## src/rtl/add_sub_pipe.sv

```systemverilog
// Pipelined adder/subtractor: the carry chain is cut into CHUNK-bit slices, one per stage.
// Upper operand chunks are skewed in and finished low chunks de-skewed so each op exits whole.

module add_sub_lane #(
   parameter int CHUNK = 8,
   parameter int IDX   = 0,
   parameter int NSTG  = 4
) (
   input  logic             clk,
   input  logic             rst_n,
   input  logic             adv,
   input  logic [CHUNK-1:0] a_in,
   input  logic [CHUNK-1:0] b_in,
   input  logic [CHUNK-1:0] sum,
   output logic [CHUNK-1:0] a_stg,
   output logic [CHUNK-1:0] b_stg,
   output logic [CHUNK-1:0] res_nxt
);
   // chunk IDX is added in stage IDX, then waits DSK stages for the upper chunks
   localparam int DSK = NSTG - 1 - IDX;

   generate
      if (IDX == 0) begin : g_no_skew
         assign a_stg = a_in;
         assign b_stg = b_in;
      end else begin : g_skew
         logic [CHUNK-1:0] a_sr [1:IDX];
         logic [CHUNK-1:0] b_sr [1:IDX];

         always_ff @(posedge clk or negedge rst_n) begin
            if (!rst_n) begin
               for (int i = 1; i <= IDX; i++) begin
                  a_sr[i] <= '0;
                  b_sr[i] <= '0;
               end
            end else if (adv) begin
               a_sr[1] <= a_in;
               b_sr[1] <= b_in;
               for (int i = 2; i <= IDX; i++) begin
                  a_sr[i] <= a_sr[i-1];
                  b_sr[i] <= b_sr[i-1];
               end
            end
         end

         assign a_stg = a_sr[IDX];
         assign b_stg = b_sr[IDX];
      end

      if (DSK == 0) begin : g_no_dskw
         assign res_nxt = sum;
      end else begin : g_dskw
         logic [CHUNK-1:0] r_sr [1:DSK];

         always_ff @(posedge clk or negedge rst_n) begin
            if (!rst_n) begin
               for (int i = 1; i <= DSK; i++) r_sr[i] <= '0;
            end else if (adv) begin
               r_sr[1] <= sum;
               for (int i = 2; i <= DSK; i++) r_sr[i] <= r_sr[i-1];
            end
         end

         assign res_nxt = r_sr[DSK];
      end
   endgenerate
endmodule

module add_sub_pipe #(
   parameter int WIDTH = 32,
   parameter int CHUNK = 8
) (
   input  logic             clk,
   input  logic             rst_n,
   input  logic             in_valid,
   output logic             in_ready,
   input  logic [WIDTH-1:0] a,
   input  logic [WIDTH-1:0] b,
   input  logic             ad_o_sb,
   output logic             out_valid,
   input  logic             out_ready,
   output logic [WIDTH-1:0] rslt,
   output logic             cout,
   output logic             ovf,
   output logic             zero
);
   localparam int NSTG = WIDTH / CHUNK;

   logic                       adv;
   logic [NSTG-1:0]            vld_pipe;
   logic [WIDTH-1:0]           b_x;
   logic [NSTG-1:0][CHUNK-1:0] a_stg, b_stg, sum, res_nxt;
   logic [NSTG-1:0]            cin, co, cy_q;
   logic                       ovf_nxt;

   generate
      if ((WIDTH % CHUNK) != 0 || WIDTH < CHUNK) begin : g_bad_cfg
         $error("add_sub_pipe: WIDTH must be a positive multiple of CHUNK");
      end
   endgenerate

   // the whole pipe moves or holds as one; bubbles only stop during a stall
   assign adv       = !out_valid || out_ready;
   assign in_ready  = adv;
   assign out_valid = vld_pipe[NSTG-1];

   // subtract is a + ~b + 1: invert here, the +1 is the stage-0 carry-in
   assign b_x = b ^ {WIDTH{ad_o_sb}};

   generate
      for (genvar k = 0; k < NSTG; k++) begin : g_stage
         if (k == 0) begin : g_c0
            assign cin[k] = ad_o_sb;
         end else begin : g_cn
            assign cin[k] = cy_q[k-1];
         end

         assign {co[k], sum[k]} = {1'b0, a_stg[k]} + {1'b0, b_stg[k]} + {{CHUNK{1'b0}}, cin[k]};

         add_sub_lane #(
            .CHUNK (CHUNK),
            .IDX   (k),
            .NSTG  (NSTG)
         ) u_lane (
            .clk     (clk),
            .rst_n   (rst_n),
            .adv     (adv),
            .a_in    (a[k*CHUNK +: CHUNK]),
            .b_in    (b_x[k*CHUNK +: CHUNK]),
            .sum     (sum[k]),
            .a_stg   (a_stg[k]),
            .b_stg   (b_stg[k]),
            .res_nxt (res_nxt[k])
         );
      end
   endgenerate

   // carry into the MSB recovered from the top chunk's sign bits
   assign ovf_nxt = a_stg[NSTG-1][CHUNK-1] ^ b_stg[NSTG-1][CHUNK-1]
                  ^ sum[NSTG-1][CHUNK-1] ^ co[NSTG-1];

   // cy_q[NSTG-1] is the registered carry out of the MSB, i.e. cout
   assign cout = cy_q[NSTG-1];

   always_ff @(posedge clk or negedge rst_n) begin
      if (!rst_n) begin
         vld_pipe <= '0;
         cy_q     <= '0;
         rslt     <= '0;
         ovf      <= 1'b0;
         zero     <= 1'b0;
      end else if (adv) begin
         vld_pipe[0] <= in_valid;
         for (int i = 1; i < NSTG; i++) vld_pipe[i] <= vld_pipe[i-1];
         cy_q <= co;
         rslt <= res_nxt;
         ovf  <= ovf_nxt;
         zero <= (res_nxt == '0);
      end
   end
endmodule

```

## config.mk

```make
export PLATFORM = sky130hd
export DESIGN_NAME = add_sub_pipe
export DESIGN_NICKNAME = d
export VERILOG_FILES = /design/src/rtl/add_sub_pipe.sv
export SDC_FILE = /design/constraint.sdc
export NUM_CORES = 1
export LEC_CHECK = 0
export ABC_AREA = 1
export BUFFER_PORTS_ARGS = -buffer_cell sky130_fd_sc_hd__buf_2
export CORE_MARGIN = 1.5
export CORE_UTILIZATION = 35
export DETAILED_ROUTE_END_ITERATION = 6
export MAX_ROUTING_LAYER = met4
export PLACE_DENSITY = 0.58
export SYNTH_ARGS = -nofsm -noshare
export SYNTH_HDL_FRONTEND = slang
export SYNTH_SLANG_ARGS = --single-unit
```

## constraint.sdc

```tcl
create_clock -name clk -period 5.3 [get_ports clk]
set_clock_uncertainty 0.1 [all_clocks]
set_input_delay 1.06 -clock clk [delete_from_list [all_inputs] [get_ports clk]]
set_output_delay 1.06 -clock clk [all_outputs]
set_load 0.05 [all_outputs]
```

=== Yosys cells after proc, flatten, opt, wreduce, memory -nomap -nowiden ===
Cells that the tools add are included.

* Register bits after elaboration: 186
* Bits of input ports: 69

* Bitwise operators: 4
* Reductions and logical operators: 3
* $add $sub $neg: 8

{| class="wikitable"
|+ Operators by type and width
! cell !! count
|-
| 8-bit by 8-bit adder with 9-bit output || 4
|-
| 9-bit by 1-bit adder with 9-bit output || 4
|-
| 32-bit logical NOT || 1
|-
| 32-bit bitwise XOR || 1
|-
| 1-bit bitwise XOR || 3
|-
| 1-bit logical NOT || 1
|-
| 1-bit logical OR || 1
|}

=== Logic depth before layout (Yosys ltp) ===
* Depth after elaboration: 4
* Depth in mapped cells: 13

=== Hierarchy ===
A second synthesis with hierarchy kept.

* Cells, all modules: 1117
* Area total of the unflattened synthesis: 9598.0 µm²

{| class="wikitable"
|+ By module, submodules not included
! module !! sequential area each (µm²) !! instances !! area each (µm²) !! cells each
|-
| add_sub_pipe || 1051.0 || 1 || 3357.0 || 434
|-
| add_sub_lane (g_stage[3].u_lane) || 1201.2 || 1 || 1985.7 || 227
|-
| add_sub_lane (g_stage[2].u_lane) || 1001.0 || 1 || 1734.2 || 186
|-
| add_sub_lane (g_stage[1].u_lane) || 800.8 || 1 || 1363.8 || 144
|-
| add_sub_lane (g_stage[0].u_lane) || 600.6 || 1 || 1157.4 || 126
|}

=== Worst setup path after synthesis ===
OpenSTA, ideal clock, no wires.

* Path kind: in2out
* Start point: in out_ready
* End point: out in_ready
* Cell stages on the path: 4
* Arrival: 1678 ps
* Path buffers: 2
* Slack: 2462 ps
* Cells stage by stage: inv_2 -> nand2_2 -> buf_2 -> buf_2

* Cells in the longest elaborated chain, start to end: 1

{| class="wikitable"
|+ Ends and longest elaborated chain
! what !! RTL line !! text
|-
| start: declaration || 81 || <nowiki>input logic out_ready,</nowiki>
|-
| 1-bit logical OR || 103 || <nowiki>assign adv = !out_valid || out_ready;</nowiki>
|-
| end: declaration || 76 || <nowiki>output logic in_ready,</nowiki>
|}

Every way passes these cells.

=== Final worst setup path ===
Same ends and word-level chain as after synthesis.

==> flow_metrics.tcl <==
set metrics [dict create \
    critPathCaptureType "output pin" \
    period_share 0.641 \
    wirelength_um 18300 \
    yosys_warnings 0 \
    synth_area_mm2 0.00855 \
    synth.largest_area_cell "dfrtp_1" \
    grt_start_max_net_pins 126 \
    rsz0062_at_grt "no" \
    ctsResizeCount 0 \
    std_cell_rows 57 \
    core_area_mm2 0.0242 \
    drt-pass1-iter-count 5 \
    syn_area_per_cell_um2 8.76 \
    grt_overflow 0 \
    fin_setup_tns_ns 0 \
    ir_worst_vdd_v 0.000234 \
    critPathMaxFanout 85 \
    crit_type "in2out" \
    clk_path_buf_depth 2 \
    port-buffer-count 105 \
    seq_area_frac_synth 0.544 \
    slew_viol_final 0 \
    grt_use_total 0.159 \
    die_area_mm2 0.0254 \
    slew_headroom 0.325 \
    ant_nets 0 \
    viasPerCell 4.45 \
    ctsHoldBuffers 0 \
    finalCriticalPeriod_ns 3.40 \
    final_cell_mix "nand2_1 (380), dfrtp_1 (186), o21ai_0 (110)" \
    final_core_util 0.410 \
    boundaryPins 106 \
    setup-violations-final 0 \
    hold_ws_ns 0.355 \
    cts_made_buffers 17 \
    p_leak_nw 5.04 \
    gp_congestion 0.860 \
    initial_utilization 0.354 \
    cts_sinks 186 \
    placedCellCount 1365 \
    tightest_slew_ns 1.01 \
    synth_area_leaders "dfrtp_1 (54%), nand2_1 (17%), o21ai_0 (6.4%)" \
    synthDistinctLibCells 31 \
    wl_per_cell_um 13.1 \
    grt_pass1_vias 6083 \
    power.density_mw_per_mm2 631 \
    vias 6219 \
    nets 1164 \
    synth_fp_nets 1080 \
    die_y_um 159 \
    grt_pass1_wl_um 31300 \
    final_common_cell "nand2_1" \
    ctsHtreeMaxLevel 4 \
    root_buffer "clkbuf_16" \
    fillers 2475 \
    start_kind "input port" \
    drive_gt1_frac 0.148 \
    ys_ff_latch 186 \
    hp-class "reg2reg" \
    post_cts_buffers 0 \
    arrival_ns 2.24 \
    hold_violations 0 \
    clk_latency_ns 0.43 \
    antenna_found_initial 1 \
    route.detailed.drc 0 \
    syn_to_final_growth_pct 16.0 \
    yosys.area.top_type_share 0.544 \
    cts_tree "yes" \
    die_w_um 159 \
    fmax_mhz 294 \
    rrSetupSlack_ns 2.74 \
    instances_no_fill 1398 \
    clk_pin_slew_ns 0.07 \
    crit_required_ns 4.14 \
    synthCells 976 \
    drt-initial-drc-count 352 \
    maxCapViolations 0 \
    dp_hpwl_um 12400 \
    status "finished, final reports clean" \
]
-- where the power goes --
part	internal (mW)	total, mW	switching [mW]
Combinational	0.832	2.60	1.77
Sequential	2.04	2.40	0.352
Clock	0.668	1.26	0.590
-- area by class of cell --
| class | instances | area, µm² | share of cell area |
|---|---|---|---|
| clock inverter | 15 | 155 | 0.0156 |
| timing repair buffer | 109 | 589 | 0.0594 |
| multi-input combinational | 679 | 3430 | 0.346 |
| sequential | 186 | 4650 | 0.469 |
| antenna | 1 | 2.50 | 0.000252 |
| inverter | 67 | 256 | 0.0259 |
| tap | 324 | 405 | 0.0409 |
| clock buffer | 17 | 425 | 0.0429 |
-- state kept, by name, indices dropped and copies added (netlist names) --
register                    flops
cy_q                            4
g_stage.u_lane.a_stg           24
g_stage.u_lane.b_stg           24
g_stage.u_lane.g_dskw.r_sr     24
g_stage.u_lane.g_skew.a_sr     24
g_stage.u_lane.g_skew.b_sr     24
g_stage.u_lane.res_nxt         24
ovf                             1
rslt                           32
vld_pipe                        4
zero                            1
-- path summary, 6_finish.rpt --
check                            startpoint                                end  cells after the start
worst max-delay path              out_ready                           in_ready                      4
worst min-delay path            vld_pipe[2]                        vld_pipe[3]                      2
worst max register to register  vld_pipe[3]  g_stage[0].u_lane.g_dskw.r_sr[18]                      6
worst min register to register  vld_pipe[2]                        vld_pipe[3]                      2
max in group asynchronous             rst_n  g_stage[3].u_lane.g_skew.a_sr[22]                      2
min in group asynchronous             rst_n                           rslt[13]                      1
-- synthesized netlist by cell type --
| cell | number |
|---|---|
| nand3_1 | 23 |
| nor3_1 | 1 |
| nand2b_1 | 3 |
| inv_2 | 4 |
| a31oi_1 | 2 |
| nand4_1 | 7 |
| fa_1 | 7 |
| nand2_1 | 380 |
| o21ai_1 | 6 |
| buf_4 | 4 |
| o21a_1 | 2 |
| o211ai_1 | 3 |
| a21oi_1 | 21 |
| nor2_1 | 26 |
| inv_1 | 63 |
| a21o_1 | 2 |
| xnor2_1 | 27 |
| xor2_1 | 9 |
| nand2_2 | 6 |
| or2_1 | 3 |
| a21oi_2 | 4 |
| nand3b_1 | 4 |
| dfrtp_1 | 186 |
| ha_1 | 28 |
| nor2_4 | 1 |
| o21ai_0 | 110 |
| buf_2 | 32 |
| nand3_2 | 1 |
| clkbuf_1 | 8 |
| a211oi_1 | 1 |
| nor2_2 | 2 |
-- worst max-delay path, stage by stage --
cell     delay (ns)
buf_2          0.08
inv_2          0.04
nand2_4        0.60
buf_2          0.40
-- per-stage QoR --
step / worst slack, ns / area (µm²) / power (mW)
final: 1.90 / 9920 / 6.25
after global routing: 1.80 / 9920 / 6.80
after CTS: 1.90 / 9920 / 6.33
after detailed placement: 1.86 / 9340 / 5.04
after global placement: 1.90 / 9340 / 4.98
after floorplan: 2.46 / 8550 / 4.35
-- logic make-up (layout without fill, tap and decap cells) --
group,Yosys count,in the layout,share of synthesized area
buffers and inverters,111,208,0.0552
xor gates and xnor gates,36,36,0.0369
adders and majority gates,35,35,0.0574
DFF,186,186,0.544
AOI/OAI and AO/OA,151,151,0.0928
other,0,1,0
and+or+nand+nor,457,457,0.214
-- per-layer routing --
layer,global-route usage,vias up,wire length (µm)
li1,-,3267,-
met1,0.227,2841,9520
met2,0.225,99,7990
met3,0.0315,12,541
met4,0.0489,0,245
met5,-,-,0
Power figures use the tool's default switching activity.
